==> src/rtl/uart_rx_param.sv <==
// Parametrised UART receiver: NCO oversampling, 3-tick majority vote, valid/ready holding register,
// separate framing/parity/overrun pulses. Define UART_RX_BREAK_DET_EN to add the break_det output.
module uart_rx_param #(
    parameter int CLK_FREQ   = 100000000,
    parameter int BAUD_RATE  = 115200,
    parameter int NCO_WIDTH  = 16,
    parameter int OVERSAMPLE = 16,
    parameter int DATA_BITS  = 8,
    parameter int PARITY     = 1,
    parameter int STOP_BITS  = 1
) (
    input  logic                 clk,
    input  logic                 rst,
    input  logic                 uart_rx,
    output logic [DATA_BITS-1:0] rdata,
    output logic                 rdata_vld,
    input  logic                 rdata_rdy,
    output logic                 frame_err,
    output logic                 parity_err,
    output logic                 overrun_err,
    output logic                 busy
`ifdef UART_RX_BREAK_DET_EN
    ,
    output logic                 break_det
`endif
);

    typedef enum logic [2:0] {S_IDLE, S_START, S_DATA, S_PARITY, S_STOP} state_t;

    localparam longint INC_L = ((longint'(BAUD_RATE) * longint'(OVERSAMPLE) * (longint'(1) << NCO_WIDTH)) * 2
                                + longint'(CLK_FREQ)) / (longint'(CLK_FREQ) * 2);
    localparam logic [NCO_WIDTH:0] INC = INC_L[NCO_WIDTH:0];
    localparam int CNT_W = $clog2(OVERSAMPLE);
    localparam logic [CNT_W-1:0] CNT_LO   = CNT_W'(OVERSAMPLE / 2 - 1);
    localparam logic [CNT_W-1:0] CNT_MID  = CNT_W'(OVERSAMPLE / 2);
    localparam logic [CNT_W-1:0] CNT_HI   = CNT_W'(OVERSAMPLE / 2 + 1);
    localparam logic [CNT_W-1:0] CNT_WRAP = CNT_W'(OVERSAMPLE - 1);
    localparam logic [3:0] LAST_DATA = 4'(DATA_BITS - 1);
    localparam logic [3:0] LAST_STOP = 4'(STOP_BITS - 1);
`ifdef UART_RX_BREAK_DET_EN
    localparam bit BREAK_EN = 1'b1;
`else
    localparam bit BREAK_EN = 1'b0;
`endif

    state_t                 state_q, state_d;
    logic [NCO_WIDTH-1:0]   acc_q;
    logic [NCO_WIDTH:0]     acc_sum;
    logic                   tick;
    logic                   sync1_q, sync2_q, prev_q;
    logic [CNT_W-1:0]       cnt_q;
    logic                   s0_q, s1_q;
    logic [DATA_BITS-1:0]   shift_q, rdata_q;
    logic [3:0]             bit_cnt_q;
    logic                   stop_err_q, stop_one_q, par_err_q, par_bit_q, brk_wait_q;
    logic                   vld_q, frame_err_q, parity_err_q, overrun_err_q;
    logic                   start_det, sample_now, vote, exp_par, last_data, last_stop;
    logic                   done, stop_bad, is_break, word_ok;

    assign acc_sum    = {1'b0, acc_q} + INC;
    assign tick       = acc_sum[NCO_WIDTH];
    assign start_det  = (state_q == S_IDLE) && prev_q && !sync2_q;
    assign sample_now = tick && (cnt_q == CNT_HI);
    assign vote       = (s0_q & s1_q) | (s0_q & sync2_q) | (s1_q & sync2_q);
    assign exp_par    = (PARITY == 2) ? ~^shift_q : ^shift_q;
    assign last_data  = (bit_cnt_q == LAST_DATA);
    assign last_stop  = (bit_cnt_q == LAST_STOP);
    assign done       = (state_q == S_STOP) && !brk_wait_q && sample_now && last_stop;
    assign stop_bad   = stop_err_q | ~vote;
    // A break is an all-zero frame including every stop bit; it implies stop_bad.
    assign is_break   = BREAK_EN && (shift_q == '0) && !par_bit_q && !stop_one_q && !vote;
    assign word_ok    = !stop_bad && !par_err_q;

    always_ff @(posedge clk) begin
        if (rst) begin
            state_q <= S_IDLE;
        end else begin
            state_q <= state_d;
        end
    end

    // NOTE: every path of a combinational block starts from a default so no latch is inferred.
    always_comb begin
        state_d = state_q;
        case (state_q)
            S_IDLE:   if (start_det) state_d = S_START;
            S_START:  if (sample_now) state_d = vote ? S_IDLE : S_DATA;
            S_DATA:   if (sample_now && last_data) state_d = (PARITY == 0) ? S_STOP : S_PARITY;
            S_PARITY: if (sample_now) state_d = S_STOP;
            S_STOP: begin
                if (brk_wait_q) begin
                    if (sync2_q) state_d = S_IDLE;
                end else if (done && !is_break) begin
                    state_d = S_IDLE;
                end
            end
            default:  state_d = S_IDLE;
        endcase
    end

    always_comb begin
        busy = (state_q != S_IDLE);
    end

    always_ff @(posedge clk) begin
        if (rst) begin
            // NOTE: synchroniser and edge register reset to the idle level so reset release is not a start edge.
            sync1_q       <= 1'b1;
            sync2_q       <= 1'b1;
            prev_q        <= 1'b1;
            acc_q         <= '0;
            cnt_q         <= '0;
            s0_q          <= 1'b1;
            s1_q          <= 1'b1;
            shift_q       <= '0;
            bit_cnt_q     <= '0;
            stop_err_q    <= 1'b0;
            stop_one_q    <= 1'b0;
            par_err_q     <= 1'b0;
            par_bit_q     <= 1'b0;
            brk_wait_q    <= 1'b0;
            rdata_q       <= '0;
            vld_q         <= 1'b0;
            frame_err_q   <= 1'b0;
            parity_err_q  <= 1'b0;
            overrun_err_q <= 1'b0;
        end else begin
            acc_q   <= acc_sum[NCO_WIDTH-1:0];
            sync1_q <= uart_rx;
            sync2_q <= sync1_q;
            prev_q  <= sync2_q;

            if (start_det)  cnt_q <= '0;
            else if (tick)  cnt_q <= (cnt_q == CNT_WRAP) ? '0 : cnt_q + 1'b1;
            if (tick && cnt_q == CNT_LO)  s0_q <= sync2_q;
            if (tick && cnt_q == CNT_MID) s1_q <= sync2_q;

            if (sample_now) begin
                case (state_q)
                    S_START: begin
                        bit_cnt_q  <= '0;
                        stop_err_q <= 1'b0;
                        stop_one_q <= 1'b0;
                        par_err_q  <= 1'b0;
                        par_bit_q  <= 1'b0;
                    end
                    S_DATA: begin
                        shift_q   <= {vote, shift_q[DATA_BITS-1:1]};
                        bit_cnt_q <= last_data ? '0 : bit_cnt_q + 1'b1;
                    end
                    S_PARITY: begin
                        par_err_q <= vote ^ exp_par;
                        par_bit_q <= vote;
                    end
                    S_STOP: begin
                        if (!brk_wait_q) begin
                            stop_err_q <= stop_err_q | ~vote;
                            stop_one_q <= stop_one_q | vote;
                            bit_cnt_q  <= last_stop ? '0 : bit_cnt_q + 1'b1;
                        end
                    end
                    default: ;
                endcase
            end

            if (done && is_break) brk_wait_q <= 1'b1;
            else if (sync2_q)     brk_wait_q <= 1'b0;

            frame_err_q   <= done && stop_bad && !is_break;
            parity_err_q  <= done && !stop_bad && par_err_q;
            overrun_err_q <= done && word_ok && vld_q && !rdata_rdy;

            // Accepting the old word in the completion cycle frees the register for the new one.
            if (done && word_ok && (!vld_q || rdata_rdy)) begin
                rdata_q <= shift_q;
                vld_q   <= 1'b1;
            end else if (vld_q && rdata_rdy) begin
                vld_q   <= 1'b0;
            end
        end
    end

`ifdef UART_RX_BREAK_DET_EN
    logic break_q;
    always_ff @(posedge clk) begin
        if (rst) break_q <= 1'b0;
        else     break_q <= done && is_break;
    end
    assign break_det = break_q;
`endif

    assign rdata       = rdata_q;
    assign rdata_vld   = vld_q;
    assign frame_err   = frame_err_q;
    assign parity_err  = parity_err_q;
    assign overrun_err = overrun_err_q;

endmodule
==> config.mk <==
export PLATFORM = sky130hd
export DESIGN_NAME = uart_rx_param
export DESIGN_NICKNAME = d
export VERILOG_FILES = /design/src/rtl/uart_rx_param.sv
export SDC_FILE = /design/constraint.sdc
export NUM_CORES = 1
export LEC_CHECK = 0
export CAP_MARGIN = 20
export CORE_ASPECT_RATIO = 1.75
export CORE_MARGIN = 2
export CORE_UTILIZATION = 49
export CTS_CLUSTER_DIAMETER = 100
export DETAILED_ROUTE_END_ITERATION = 8
export PLACE_DENSITY = 0.74
export SYNTH_ARGS = -nofsm -noshare
export SYNTH_HDL_FRONTEND = slang
export SYNTH_SLANG_ARGS = --single-unit
==> constraint.sdc <==
create_clock -name clk -period 4.8 [get_ports clk]
set_clock_uncertainty 0.05 [all_clocks]
set_input_delay 0.96 -clock clk [delete_from_list [all_inputs] [get_ports clk]]
set_output_delay 0.96 -clock clk [all_outputs]
set_load 0.01 [all_outputs]
==> run_results.csv, run 1 <==
group,metric,value,unit
outcome,outcome,"complete, no violations",
logic_synthesis,syn_inst,251,
die,die-area,0.005385,sq mm
layout,diodes,0,
worst_setup_path,required_time_of_the_critical_path,3.79,ns
global_routing,globalRoute.totalOverflow,0,
timing,setup_violations,0,
global_routing,globalRouteTotalUtil,0.1771,
place,portBuffers,16,
drt,detail-route-antenna-nets,0,
place,place_area,0.002532,sq mm
die,pin_count,17,
global_routing,grt_pass1_wl,7527,microns
timing,hold_ws,0.3581,ns
min_path,hold_path_class,"reg2reg",
logic_synthesis,synth.largest_area_cell,"sky130_fd_sc_hd__dfxtp_1",
power,design_power_total,0.8164,mW
logic_synthesis,synth.top_cells.by_area,"sky130_fd_sc_hd__dfxtp_1 (43%), sky130_fd_sc_hd__mux2i_1 (7.7%), sky130_fd_sc_hd__nor2_1 (5.3%), sky130_fd_sc_hd__a21oi_1 (4.5%), sky130_fd_sc_hd__ha_1 (3.2%)",
timing,totalNegativeSetupSlack,0,ns
worst_setup_path,worst-path-max-fanout,11,
logic_synthesis,register_area_share_after_synthesis,0.4347,
clock_network,worstSkewPairLatency,0.31,ns
layout,multi_input_comb_area,0.001241,sq mm
die,core,0.004666,sq mm
logic_synthesis,synth.ff_latch_count,51,
logic_synthesis,number_of_enable_flip_flop_cells_after_synthesis,0,
worst_setup_path,endpoint_kind,"output port",
place,pre_cts_ws,2.021,ns
layout,area_growth_syn_to_layout,12.79,%
timing,layout_setup_ws,2.134,ns
logic_synthesis,library_cell_with_the_highest_instance_count_after_synthesis,"sky130_fd_sc_hd__dfxtp_1",
power,ir_worst_vdd,0.3516,mV
logic_synthesis,synth_common_cells,"sky130_fd_sc_hd__dfxtp_1 (51), sky130_fd_sc_hd__nor2_1 (33), sky130_fd_sc_hd__a21oi_1 (21)",
clock_network,hold_buffers,0,
layout,nNetsFinal,275,
layout,fillCellCount,407,
layout,final-seq-area,0.001021,sq mm
timing,min_period_over_period,0.5554,
die,die_h,95.59,microns
timing,hold_viol_final,0,
timing,maxSlewHeadroom,0.4299,
timing,tightest_slew,0.8524,ns
logic_synthesis,yosysWarningCount,0,
drt,drt_pre_antenna_iters,4,
drt,drt-total-wl,4325,microns
timing,fmax,375.1,MHz
logic_synthesis,synth_nets,261,
clock_network,clock_tree.buffer_depth,2,
clock_network,tritoncts.num_buffers,5,
clock_network,worst_setup_hold_path_clk_slew,0.10,ns
clock_network,ctsRootBufferMaster,"sky130_fd_sc_hd__clkbuf_8",
layout,final_area,0.002649,sq mm
clock_network,cts_setup_buffers,0,
layout,layout-drive-gt1-share,0.08271,
drt,number_of_drc_markers_in_iteration_0,19,
layout,final_cell_count_no_fill,318,
logic_synthesis,count_of_unique_library_cells_instantiated_by_yosys,51,
logic_synthesis,ys_dominant_reg_cell,"sky130_fd_sc_hd__dfxtp_1",
drt,post-route-drc-count,0,
worst_setup_path,worst_r2r_path_depth,5,
min_path,worst_hold_path.num_cells,1,
clock_network,h-tree-depth,2,
worst_setup_path,timing.critical_path.arrival,1.66,ns
drt,route.detailed.wl_per_inst,13.60,microns
drt,route.detailed.vias_per_inst,5.572,
clock_network,cts_resized,0,
die,fp.dieW,56.34,microns
logic_synthesis,post-synth-top-area-fraction,0.4347,
logic_synthesis,post_synth.cell_area_avg,9.357,sq um
worst_setup_path,cp-start-kind,"flip-flop",
power,power.density,308.2,mW/mm^2
drt,vias,1772,
timing,finalWorstPathRequiredPeriod,2.666,ns
die,initial_utilization,0.5034,
clock_network,clock_sinks,51,
clock_network,cts_tree,"built",
global_routing,grt_pass1_vias,1735,
timing,maxSlewViolCount,0,
global_routing,grt_start_max_net_pins,26,
power,cellLeakagePower,1.026,nW
logic_synthesis,synth-async-reset-ratio,0,
timing,rsz_0062_raised_after_global_routing,"no",
place,dpl.cell_count,310,
place,dp_hpwl,3092,microns
layout,fin_util,0.5677,
logic_synthesis,cell_area_after_synthesis,0.002349,sq mm
job,drv_cap,0,
worst_setup_path,critical_setup_path_kind,"reg2out",
die,placement_rows,33,
global_routing,antenna_found_initial,0,
place,final_weighted_congestion_in_routability_driven_placement,0.7599,
==> final timing paths <==
path / from / to / slack [ns]
worst max-delay path: state_q[1] / busy / 2.13
worst min-delay path: sync1_q / sync2_q / 0.36
worst max register to register: acc_q[6] / shift_q[6] / 2.57
worst min register to register: sync1_q / sync2_q / 0.36
==> critical path, cell delays in order (launching register included) <==
cell and delay, ns:
sky130_fd_sc_hd__dfxtp_1 0.42, sky130_fd_sc_hd__or3_1 0.43, sky130_fd_sc_hd__clkdlybuf4s50_1 0.49
==> per-layer routing <==
| layer | up-vias | part of all wire | track usage | wire length, microns |
|---|---|---|---|---|
| li1 | 908 | - | - | - |
| met3 | 8 | 0.034 | 0.03528 | 149 |
| met5 | - | 0 | 0 | 0 |
| met4 | 0 | 0.026 | 0.08730 | 114 |
| met2 | 32 | 0.52 | 0.3373 | 2258 |
| met1 | 824 | 0.42 | 0.1804 | 1802 |
==> state kept, by name (all words and copies together), names as in the netlist <==
register / flops
rdata: 8
sync2_q: 1
sync1_q: 1
state_q: 3
parity_err: 1
rdata_vld: 1
prev_q: 1
overrun_err: 1
cnt_q: 4
frame_err: 1
par_err_q: 1
shift_q: 8
stop_err_q: 1
s1_q: 1
bit_cnt_q: 4
s0_q: 1
acc_q: 13
==> where the power goes <==
group / switching, mW / internal (mW)
clock network: 0.148 / 0.158
logic: 0.0307 / 0.0244
registers: 0.0174 / 0.438
total: 0.196 / 0.621
==> cells by family (layout without fill, tap and decap cells) <==
family,after synthesis,in the layout,synth area share
DFF,51,51,0.4347
and+or+nand+nor,99,99,0.2483
buffers and inverters,20,35,0.03676
AOI/OAI and AO/OA,41,41,0.1055
adders and majority gates,7,7,0.03623
muxes,18,18,0.07672
xor gates and xnor gates,15,15,0.06180
==> layout make-up <==
type | instances | share of cell area
multi-input cells | 180 | 0.4686
well taps | 52 | 0.02456
clock inverters | 3 | 0.01795
clock buffers | 5 | 0.02598
flip-flops and latches | 51 | 0.3855
repair buffers | 17 | 0.06330
inverters | 10 | 0.01417
==> cell usage in the layout, fill, tap and decap left out, drive strengths merged, types with 4 or more instances in the layout <==
cell type | netlist | final
clkdlybuf4s50 | 0 | 16
xnor2 | 7 | 7
clkbuf | 8 | 5
ha | 6 | 6
nand3 | 9 | 9
nand2b | 8 | 8
nand2 | 9 | 9
dfxtp | 51 | 51
o21ai | 7 | 7
xor2 | 7 | 7
nor3 | 4 | 4
a21oi | 21 | 21
or4 | 4 | 4
nor2 | 33 | 33
or3 | 5 | 5
nor3b | 5 | 5
mux2i | 18 | 18
nand4 | 5 | 5
inv | 10 | 11
Note: power is estimated with default switching activity, not from simulation.
==> inputs of run 2 (changes only) <==
- PLACE_DENSITY: 0.74 -> 0.77
- clock period: 4.8 -> 2.2 ns (I/O delays scaled with it)
==> run 2 against run 1 <==
  * Worst setup slack got worse by 2.0 ns
  * Power increased by 120%
  * Final area increased by 2.8%
  * Clock power increased by 120%
  * Sequential share of layout area decreased by 1.0 points
  * Combinational power increased by 130%
  * Critical path type is now reg2reg
==> run_results.csv, run 2 (same netlist as run 1, synthesis figures left out) <==
group,metric,value,unit
place,dp_hpwl,3184,microns
layout,layout.cells.most_common,"sky130_fd_sc_hd__dfxtp_1",
power,design_power_total,1.792,mW
timing,tightest_slew,0.4780,ns
layout,layout-drive-gt1-share,0.1062,
global_routing,grt_pass1_wl,7700,microns
worst_setup_path,crit_slowest_cell,"sky130_fd_sc_hd__or4_1",
global_routing,use_met3,0.03256,
worst_setup_path,worst_r2r_path_depth,7,
place,portBuffers,16,
worst_setup_path,endpoint_kind,"flip-flop",
timing,fmax,489.2,MHz
worst_setup_path,cp-start-kind,"flip-flop",
clock_network,worstSkewPairLatency,0.30,ns
worst_setup_path,path_cells,"inv_1 -> ha_1 -> nand3b_1 -> nor3_4 -> nand3_1 -> or4_1 -> a21oi_1",
global_routing,globalRouteTotalUtil,0.1796,
timing,finalWorstPathRequiredPeriod,2.044,ns
worst_setup_path,r2r_setup_slack,0.16,ns
timing,setup_violations,0,
drt,post-route-drc-count,0,
clock_network,ctsRootBufferMaster,"sky130_fd_sc_hd__clkbuf_8",
power,power.density,658.3,mW/mm^2
worst_setup_path,setup.worst_path.start,"cnt_q[1]",
clock_network,worst_setup_hold_path_clk_slew,0.09,ns
worst_setup_path,r2r_start,"cnt_q[1]",
drt,drt-total-wl,4524,microns
drt,route.detailed.vias_per_inst,5.545,
power,power_switching,0.4109,mW
die,core,0.004666,sq mm
power,p_comb_frac,0.071,
global_routing,grt_busiest_layer,"met2",
power,cellLeakagePower,1.071,nW
clock_network,clock_sinks,51,
worst_setup_path,critical_setup_path_kind,"reg2reg",
die,die-area,0.005385,sq mm
timing,maxSlewHeadroom,0.6784,
worst_setup_path,worst_setup_path_endpoint,"rdata_vld",
global_routing,globalRoute.totalOverflow,0,
place,final_weighted_congestion_in_routability_driven_placement,0.7630,
place,place_area,0.002597,sq mm
clock_network,tritoncts.num_buffers,5,
layout,fillCellCount,410,
clock_network,clock_tree.buffer_depth,2,
outcome,outcome,"complete, no violations",
layout,diodes,0,
die,fp.dieW,56.34,microns
layout,regMostFlops,"acc_q",
clock_network,cts_tree,"built",
drt,number_of_drc_markers_in_iteration_0,21,
layout,final_cell_count_no_fill,325,
global_routing,antenna_found_initial,0,
worst_setup_path,worst-path-buf-inv,1,
global_routing,gr-usage-met1,0.1929,
die,placement_rows,33,
worst_setup_path,worst_path_largest_cell_delay,0.46,ns
layout,nNetsFinal,282,
power,power_frac_seq,0.554,
worst_setup_path,worst-path-max-fanout,7,
worst_setup_path,path_delay_family,"simple AND/OR/NAND/NOR gates",
global_routing,grt_pass1_vias,1746,
power,clock_power_share,0.375,
place,dpl.cell_count,317,
die,pin_count,17,
die,die_h,95.59,microns
timing,hold_viol_final,0,
worst_setup_path,cp.depth,7,
layout,layout_common_cells,"sky130_fd_sc_hd__dfxtp_1 (51), sky130_fd_sc_hd__nor2_1 (33), sky130_fd_sc_hd__a21oi_1 (21), sky130_fd_sc_hd__mux2i_1 (18), sky130_fd_sc_hd__clkdlybuf4s50_1 (15)",
global_routing,grt_start_max_net_pins,38,
worst_setup_path,worstReg2RegEnd,"rdata_vld",
layout,largest_reg_flops,13,
die,initial_utilization,0.5034,
layout,final_area,0.002723,sq mm
layout,area_growth_syn_to_layout,15.93,%
power,int_power,1.381,mW
timing,rsz_0062_raised_after_global_routing,"yes",
timing,maxSlewViolCount,0,
job,drv_cap,0,
drt,route.detailed.wl_per_inst,13.92,microns
drt,vias,1802,
drt,drt_pre_antenna_iters,4,
global_routing,global_route.usage.met2,0.3353,
worst_setup_path,required_time_of_the_critical_path,2.38,ns
worst_setup_path,timing.critical_path.arrival,2.23,ns
power,ir_worst_vdd,0.6120,mV
drt,detail-route-antenna-nets,0,
min_path,hold_path_class,"reg2reg",
power,power.share.switching,0.2293,
timing,min_period_over_period,0.9291,
clock_network,h-tree-depth,2,
==> run 2: changes by cell type in the layout (fill, tap and decap cells not counted), sizes merged <==
cell	delta
clkdlybuf4s50	-1
buf	+7
clkbuf	+1
inv	-1
dlygate4sd2	+1
==> run 2: how the worst min path moves through the flow <==
stage          depth (start not counted)  endpoint  slack, ns    start
6_report                               1   sync2_q       0.36  sync1_q
5_1_grt                                1   sync2_q       0.39  sync1_q
4_1_cts                                1   sync2_q       0.37  sync1_q
3_5_place_dp                           1   sync2_q       0.34  sync1_q
3_3_place_gp                           1   sync2_q       0.34  sync1_q
2_1_floorplan                          1   sync2_q       0.34  sync1_q
==> run 2: timing repair <==
item,CTS,global route
setup buffers,0,0
hold buffers,0,0
endpoints found under the setup margin,1,5
resized for setup,1,1
==> run 2: stage by stage <==
stage / TNS [ns] / hold WS, ns / setup slack (ns) / utilization
2_1_floorplan: 0 / 0.3395 / 0.4672 / -
3_3_place_gp: 0 / 0.3427 / 0.1265 / 0.5567
3_5_place_dp: 0 / 0.3423 / 0.09572 / 0.5567
4_1_cts: 0 / 0.3662 / 0.1528 / 0.5817
5_1_grt: -0.007831 / 0.3892 / -0.007831 / 0.5835
6_report: 0 / 0.3594 / 0.1560 / 0.5835
==> run 2: area by class of cell <==
class	instances	area (sq um)	area share
clock buffers	6	82.58	0.03033
clock inverters	2	35.03	0.01287
inverters	10	37.54	0.01379
multi-input cells	180	1250	0.4591
flip-flops and latches	51	1021	0.3750
well taps	52	65.06	0.02390
repair buffers	24	231.5	0.08502
==> run 2: power groups by stage <==
stage	combinational (mW)	clock (mW)	sequential, mW
after global placement	0.123	0	1.01
after CTS	0.126	0.688	0.993
after global routing	0.142	0.721	1.00
final	0.127	0.672	0.993
after detailed placement	0.126	0	1.02
after floorplan	0.101	0	1.01
==> run 2: routing by layer <==
layer  wire (microns)  vias to the layer above  part of all wire
li1                 -                      920                 -
met1             1906                      854              0.42
met2             2409                       20              0.53
met3              105                        8             0.023
met4              104                        0             0.023
met5                0                        -                 0
